$ cat config.mk
export PLATFORM = sky130hd
export DESIGN_NAME = rom_loader
export DESIGN_NICKNAME = d
export VERILOG_FILES = /design/src/rtl/rom_loader.sv
export SDC_FILE = /design/constraint.sdc
export NUM_CORES = 1
export LEC_CHECK = 0
export ABC_AREA = 1
export BUFFER_PORTS_ARGS = -buffer_cell sky130_fd_sc_hd__buf_4
export CAP_MARGIN = 20
export CELL_PAD_IN_SITES_DETAIL_PLACEMENT = 1
export CELL_PAD_IN_SITES_GLOBAL_PLACEMENT = 2
export CORE_MARGIN = 2
export CORE_UTILIZATION = 32
export CTS_CLUSTER_SIZE = 20
export DETAILED_ROUTE_END_ITERATION = 7
export PLACE_DENSITY = 0.87
export SYNTH_ARGS = -nofsm -noshare
export SYNTH_HDL_FRONTEND = slang
export SYNTH_SLANG_ARGS = --single-unit
$ cat constraint.sdc
create_clock -name clk -period 3 [get_ports clk]
set_input_delay 0.6 -clock clk [delete_from_list [all_inputs] [get_ports clk]]
set_output_delay 0.6 -clock clk [all_outputs]
set_load 0.03 [all_outputs]
$ cat src/rtl/rom_loader.sv
// Loads a framed byte stream (LEN_HI, LEN_LO, payload, CHK) into the ROM init port,
// verifying an additive checksum and reporting done/error with sticky flags.
module rom_loader #(
    parameter int ADDR_W    = 14,
    parameter int DEPTH     = 16384,
    parameter int BASE_ADDR = 0,
    parameter int TIMEOUT   = 1000000
) (
    input  logic              clk,
    input  logic              rst,
    input  logic              start,
    input  logic [7:0]        s_data,
    input  logic              s_valid,
    output logic              s_ready,
    output logic              mode,
    output logic [ADDR_W-1:0] sw_addr,
    output logic [7:0]        sw_din,
    output logic              busy,
    output logic              done,
    output logic              error,
    output logic [ADDR_W:0]   byte_count
);

    localparam int CW = ADDR_W + 1;
    localparam int LW = 17;
    localparam int TW = (TIMEOUT < 2) ? 1 : $clog2(TIMEOUT + 1);
    localparam logic [ADDR_W-1:0] BASE_L    = ADDR_W'(BASE_ADDR);
    localparam logic [LW-1:0]     DEPTH_L   = LW'(DEPTH);
    localparam logic [TW-1:0]     TIMER_END = TW'(TIMEOUT - 1);

    typedef enum logic [2:0] {
        S_IDLE,
        S_LEN_HI,
        S_LEN_LO,
        S_PAYLOAD,
        S_CHK,
        S_DONE,
        S_ERR
    } state_t;

    state_t            state_q, state_n;
    logic              ready_q, ready_n;
    logic              mode_q, mode_n;
    logic [ADDR_W-1:0] addr_q, addr_n;
    logic [7:0]        din_q, din_n;
    logic              done_q, done_n;
    logic              error_q, error_n;
    logic [CW-1:0]     count_q, count_n;
    logic [7:0]        sum_q, sum_n;
    logic [7:0]        len_hi_q, len_hi_n;
    logic [15:0]       len_q, len_n;
    logic [TW-1:0]     timer_q, timer_n;

    logic              xfer;
    logic              active;
    logic              timed_out;
    logic [15:0]       len_rx;
    logic [CW-1:0]     count_inc;
    logic [7:0]        chk_sum;

    always_comb begin
        xfer      = s_valid && ready_q;
        active    = (state_q == S_LEN_HI) || (state_q == S_LEN_LO) ||
                    (state_q == S_PAYLOAD) || (state_q == S_CHK);
        timed_out = active && !xfer && (timer_q == TIMER_END);
        len_rx    = {len_hi_q, s_data};
        count_inc = count_q + CW'(1);
        chk_sum   = sum_q + s_data;
    end

    always_comb begin
        state_n  = state_q;
        mode_n   = mode_q;
        addr_n   = addr_q;
        din_n    = din_q;
        done_n   = done_q;
        error_n  = error_q;
        count_n  = count_q;
        sum_n    = sum_q;
        len_hi_n = len_hi_q;
        len_n    = len_q;
        timer_n  = '0;

        if (active) begin
            timer_n = xfer ? '0 : timer_q + TW'(1);
        end

        case (state_q)
            S_IDLE, S_DONE, S_ERR: begin
                if (start) begin
                    state_n = S_LEN_HI;
                    done_n  = 1'b0;
                    error_n = 1'b0;
                    count_n = '0;
                    sum_n   = '0;
                    addr_n  = BASE_L;
                end
            end
            S_LEN_HI: begin
                if (xfer) begin
                    len_hi_n = s_data;
                    state_n  = S_LEN_LO;
                end
            end
            S_LEN_LO: begin
                if (xfer) begin
                    len_n = len_rx;
                    // A zero or oversized length is rejected before any ROM write.
                    if ((len_rx == 16'd0) || ({1'b0, len_rx} > DEPTH_L)) begin
                        state_n = S_ERR;
                        error_n = 1'b1;
                    end else begin
                        state_n = S_PAYLOAD;
                    end
                end
            end
            S_PAYLOAD: begin
                if (xfer) begin
                    din_n   = s_data;
                    addr_n  = BASE_L + count_q[ADDR_W-1:0];
                    mode_n  = 1'b1;
                    count_n = count_inc;
                    sum_n   = chk_sum;
                    if (LW'(count_inc) == {1'b0, len_q}) begin
                        state_n = S_CHK;
                    end
                end
            end
            S_CHK: begin
                if (xfer) begin
                    mode_n = 1'b0;
                    if (chk_sum == 8'h00) begin
                        state_n = S_DONE;
                        done_n  = 1'b1;
                    end else begin
                        state_n = S_ERR;
                        error_n = 1'b1;
                    end
                end
            end
            default: begin
                state_n = S_IDLE;
            end
        endcase

        // An idle stream during a load overrides whatever the state decode chose.
        if (timed_out) begin
            state_n = S_ERR;
            error_n = 1'b1;
            mode_n  = 1'b0;
        end

        ready_n = (state_n == S_LEN_HI) || (state_n == S_LEN_LO) ||
                  (state_n == S_PAYLOAD) || (state_n == S_CHK);
    end

    always_ff @(posedge clk) begin
        if (rst) begin
            state_q  <= S_IDLE;
            ready_q  <= 1'b0;
            mode_q   <= 1'b0;
            addr_q   <= BASE_L;
            din_q    <= '0;
            done_q   <= 1'b0;
            error_q  <= 1'b0;
            count_q  <= '0;
            sum_q    <= '0;
            len_hi_q <= '0;
            len_q    <= '0;
            timer_q  <= '0;
        end else begin
            state_q  <= state_n;
            ready_q  <= ready_n;
            mode_q   <= mode_n;
            addr_q   <= addr_n;
            din_q    <= din_n;
            done_q   <= done_n;
            error_q  <= error_n;
            count_q  <= count_n;
            sum_q    <= sum_n;
            len_hi_q <= len_hi_n;
            len_q    <= len_n;
            timer_q  <= timer_n;
        end
    end

    assign s_ready    = ready_q;
    assign busy       = ready_q;
    assign mode       = mode_q;
    assign sw_addr    = addr_q;
    assign sw_din     = din_q;
    assign done       = done_q;
    assign error      = error_q;
    assign byte_count = count_q;

endmodule

After elaboration in Yosys (flattened, before gate mapping):

Cells that the tools add are included.

* multiplexer cells: 32
* reductions and logical operators: 28
* add/subtract/negate cells: 3
* eq/ne operators: 21
* bitwise gates (word level): 1
* order comparisons: 1

Operator list (number)
* 15-bit two-way mux: 2
* 15-bit case mux with 2 select lines: 1
* 14-bit two-way mux: 2
* 14-bit case mux with 2 select lines: 1
* 3-bit two-way mux: 8
* 20-bit by 1-bit adder with 20-bit output, second input constant: 1
* 20-bit == test, second input constant: 1
* 15-bit by 16-bit == test with 1-bit output: 1
* 16-bit by 15-bit greater-than comparator with 1-bit output, second input constant: 1
* 16-bit zero test: 1
* 8-bit two-way mux: 2
* 8-bit case mux with 2 select lines: 1
* 15-bit by 1-bit adder with 15-bit output, second input constant: 1
* 3-bit case mux with 5 select lines: 1
* 3-bit by 2-bit == test with 1-bit output, second input constant: 4
* 3-bit == test, second input constant: 4
* 3-bit inequality test, second input constant: 4
* 1-bit two-way mux: 10
* 8-bit adder: 1
* 8-bit zero test: 1
* 1-bit logical OR: 7
* 3-bit by 1-bit == test with 1-bit output, second input constant: 2
* 2-bit inequality test, second input constant: 3
* 2-bit AND reduction: 3
* 16 further kinds: 23

* output and inout bits: 42
* bits of input ports: 12
* logic and storage cells: 98
* bits in registers: 96

Longest topological paths before layout:

* word-level depth: 11
* depth in mapped cells: 17
* depth with buffers taken out: 17

Worst setup path after synthesis:

Ideal clock, no wire load.

* path kind: input to register
* start: input port s_data[0]
* end: register ready_q, in the netlist busy
* setup time: 113 ps
* path buffers: 0
* path slack: 580 ps
* stages: 13
* arrival: 2307 ps
* data required time: 2887 ps
* path through: ha_1 fa_1 or2_2 nor2_1 nand3_1 nor2_1 nand4_1 nand2_1 a21oi_1 nand4_1 nand2_1 nand2_1 nor2_1

* longest elaborated chain between the ends: 10
* elaborated cells on any way between the ends: 18
* those cells by class: 1 x add/sub; 1 x order compare; 4 x eq/ne; 6 x mux; 6 x reduce/logical

RTL lines
* from (decl): line 12 `input logic [7:0] s_data,`
* 8-bit adder (tied with other cells): line 68 `chk_sum = sum_q + s_data;`
* 8-bit zero test or 1-bit logical OR (tied branches): line 132, 109
* 2-bit two-way mux or 3-bit two-way mux (tied branches): line 132, 109
* 3-bit two-way mux, on equally long branches: line 130, 106
* 3-bit case mux with 5 select lines (*): line 88 `case (state_q)`
* 3-bit two-way mux (*): line 147 `if (timed_out) begin`
* 3-bit by 1-bit == test with 1-bit output or 3-bit by 2-bit == test with 1-bit output (tied branches): line 153 `ready_n = (state_n == S_LEN_HI) || (state_n == S_LEN_LO) ||`
* 1-bit logical OR (2 in a row): line 153
* 1-bit logical OR (*): line 154 `(state_n == S_PAYLOAD) || (state_n == S_CHK);`
* to (signal assigned): line 173 `ready_q <= ready_n;`
* to (decl): line 42 `logic ready_q, ready_n;`

Every way passes the cells marked *; elsewhere a longest branch is shown, timed or not.
A chain may end at the register's enable or synchronous reset.

Worst setup path in the final report:

Same ends and word-level chain as after synthesis.

==> qor.yml <==
outcome:
  status: "complete, no violations"
logic_synthesis:
  yosysUniqueCellTypes: 36
  synth-seq-cells: 96
  yosysSeqAreaShare_pct: 39.2
  synth_area_leaders: "dfxtp_1, nand2_1, a21oi_1"
  yosysTopAreaCell: "dfxtp_1"
  netlist.area_leader.share_pct: 39.2
  yosysWarnings: 0
  postSynthAreaPerCell_um2: 6.73
  syn_inst: 729
  synthesis.nets: 751
  synth_area_um2: 4910
critical_path:
  cp_top_family: "simple AND/OR/NAND/NOR gates"
  end_kind: "flip-flop"
  slowest_delay_ns: 0.46
  cp_common_cell: "nor2_1"
  critPathKind: "input pin to flip-flop"
  worstPathRequired_ns: 3.29
  worst-path-max-fanout: 3
  cp.arrival_ns: 2.78
  critical_path_buf_inv_count: 1
  crit_path_start_kind: "input pin"
  cp_cell_sequence: "buf_4 -> ha_1 -> fa_1 -> or2_2 -> nor2_1 -> nand3_1 -> nor2_1 -> nand3_1 -> a31oi_1 -> nand4_1 -> nand2_1 -> nand2_1 -> nor2_1"
  critPathSlowestCell: "fa_1"
timing:
  finalWorstSetupSlack_ns: 0.507
  maxSlewViolCount: 0
  fin_crit_ns: 2.49
  tns_ns: 0
  slew_headroom_pct: 31.7
  tightestPinTransition_ns: 1.02
  fin_crit_sh_pct: 83.1
  skew_ns: 0.00465
  hold_viol_final: 0
  rsz0062_at_grt: "no"
  finalSetupViolations: 0
  max_freq_mhz: 401
clocking:
  htree_levels: 3
  cts_tree: "built"
  clk_latency_ns: 0.35
  cts_resized: 0
  cts_root_buf: "clkbuf_16"
  worst_setup_hold_path_clk_slew_ns: 0.07
  cts_buffers: 9
  cts.path.max_buffers: 2
  post_cts_buffers: 0
  cts_hold_buf: 0
  cts_sinks: 96
placement:
  gp_congestion: 0.822
  place_ws_ns: 0.159
  port_buffers: 53
  hpwl_mm: 10.4
die:
  dieHeight_um: 128
  initial_core_util_pct: 32.5
  fp.dieArea_um2: 16300
  std_cell_rows: 45
  die_x_um: 128
  ioPinCount: 54
  core_area_um2: 15100
final_layout:
  antenna_cells: 0
  areaGrowthSynthToFinish_pct: 17.6
  mostFrequentLayoutCells: "nand2_1, dfxtp_1, a21oi_1"
  seq_area_um2: 1920
  drive_gt1_share_pct: 12.4
  multiInputGateArea_um2: 2570
  nFillCells: 1925
  fin_nets: 797
  final_common_cell: "nand2_1"
  finish.utilization_pct: 38.2
global_route:
  grt_pass1_wl_mm: 24.4
  grt_pass1_vias: 4963
  antenna_found_initial: 0
  grt_start_max_net_pins: 53
  grt_usage_pct: 18.6
  grt_remaining_overflow: 0
route:
  via_count: 4919
  wl_mm: 14.4
  remaining_drc_errors: 0
  dr.first_iter.drc_count: 187
  drtPass1Iterations: 4
  ant_nets: 0
  wl_per_cell_um: 14.9
  vias_per_cell: 5.08
power_and_ir_drop:
  ir_worst_vdd_mv: 0.273
  power_density_nw_per_um2: 502
  power_mw: 2.90
  leakagePower_nw: 2.36
hold_path:
  hp-class: "flip-flop to flip-flop"
run:
  drv_cap: 0
==> flip-flops by register name (all words and copies together) (netlist names) <==
name and count:
mode 1, error 1, byte_count 15, len_q 16
done 1, sw_din 8, timer_q 20, state_q 3
sum_q 8, len_hi_q 8, busy 1, sw_addr 14
==> stage by stage <==
step	hold WS, ns	area, µm²	cells
after floorplan	0.440	4910	729
after global placement	0.448	5490	952
after detailed placement	0.455	5490	952
after CTS	0.466	5770	968
after global routing	0.488	5770	968
final	0.462	5770	968
==> where the power goes <==
group	internal (mW)	switching (mW)	total [mW]	leakage (nW)
clock network	0.627	0.500	1.13	0.145
logic	0.123	0.302	0.425	1.44
registers	1.31	0.0323	1.35	0.774
total	2.06	0.834	2.90	2.36
==> logic make-up after synthesis <==
kind of cell    share of synthesized area, %
fa+ha+maj                               2.70
flops                                   39.2
xor+xnor                               0.892
buf+inv                                 8.49
compound gates                          14.5
simple gates                            34.2
==> path summary, 6_finish.rpt <==
check        cells past startpoint  slack (ns)        start     endpoint
max reg2reg                     12        0.55     sum_q[0]         busy
max                             13        0.51    s_data[0]         busy
min reg2reg                      2        0.46  sw_addr[13]  sw_addr[13]
min                              2        0.46  sw_addr[13]  sw_addr[13]
==> worst min-delay path, delay by kind of cell, from the launching register on <==
kind / cells / cell delay, ns
and+or+nand+nor: 1 / 0.06
AOI/OAI and AO/OA: 1 / 0.05
DFF: 1 / 0.31
==> routing by layer <==
| metal | global-route usage (%) | vias to the layer above | wire (µm) | share of wire, % |
|---|---|---|---|---|
| met5 | 0 | - | 0 | 0 |
| met1 | 24.0 | 2371 | 6810 | 47 |
| met2 | 31.6 | 63 | 6890 | 48 |
| met4 | 7.05 | 0 | 219 | 1.5 |
| li1 | - | 2471 | - | - |
| met3 | 2.67 | 14 | 467 | 3.2 |
==> final cells by class <==
type | count | area share (%)
tap | 188 | 4.08
clock buffer | 13 | 4.68
clock inverter | 3 | 0.260
inverter | 88 | 5.72
sequential | 96 | 33.3
multi-input combinational | 523 | 44.5
timing repair buffer | 57 | 7.42
==> cells in the mapped netlist <==
cell type / n
nand2_1: 207
dfxtp_1: 96
a21oi_1: 90
inv_1: 82
nor2_1: 53
nand3_1: 42
o21ai_0: 42
nand4_1: 25
clkbuf_1: 21
ha_1: 9
nand3b_1: 7
nor3_1: 7
nor2_4: 5
inv_2: 4
nor2_2: 4
nand3_2: 3
nor3_2: 3
or2_2: 3
xor2_1: 3
a31oi_1: 2
clkinv_1: 2
nor3b_1: 2
nor4_1: 2
or2_0: 2
xnor2_1: 2
a21boi_0: 1
a221oi_1: 1
and2_1: 1
buf_4: 1
fa_1: 1
nand2_2: 1
nand4_4: 1
nor3_4: 1
o21a_1: 1
o21bai_1: 1
o221ai_1: 1
(Power assumes the default switching activity.)
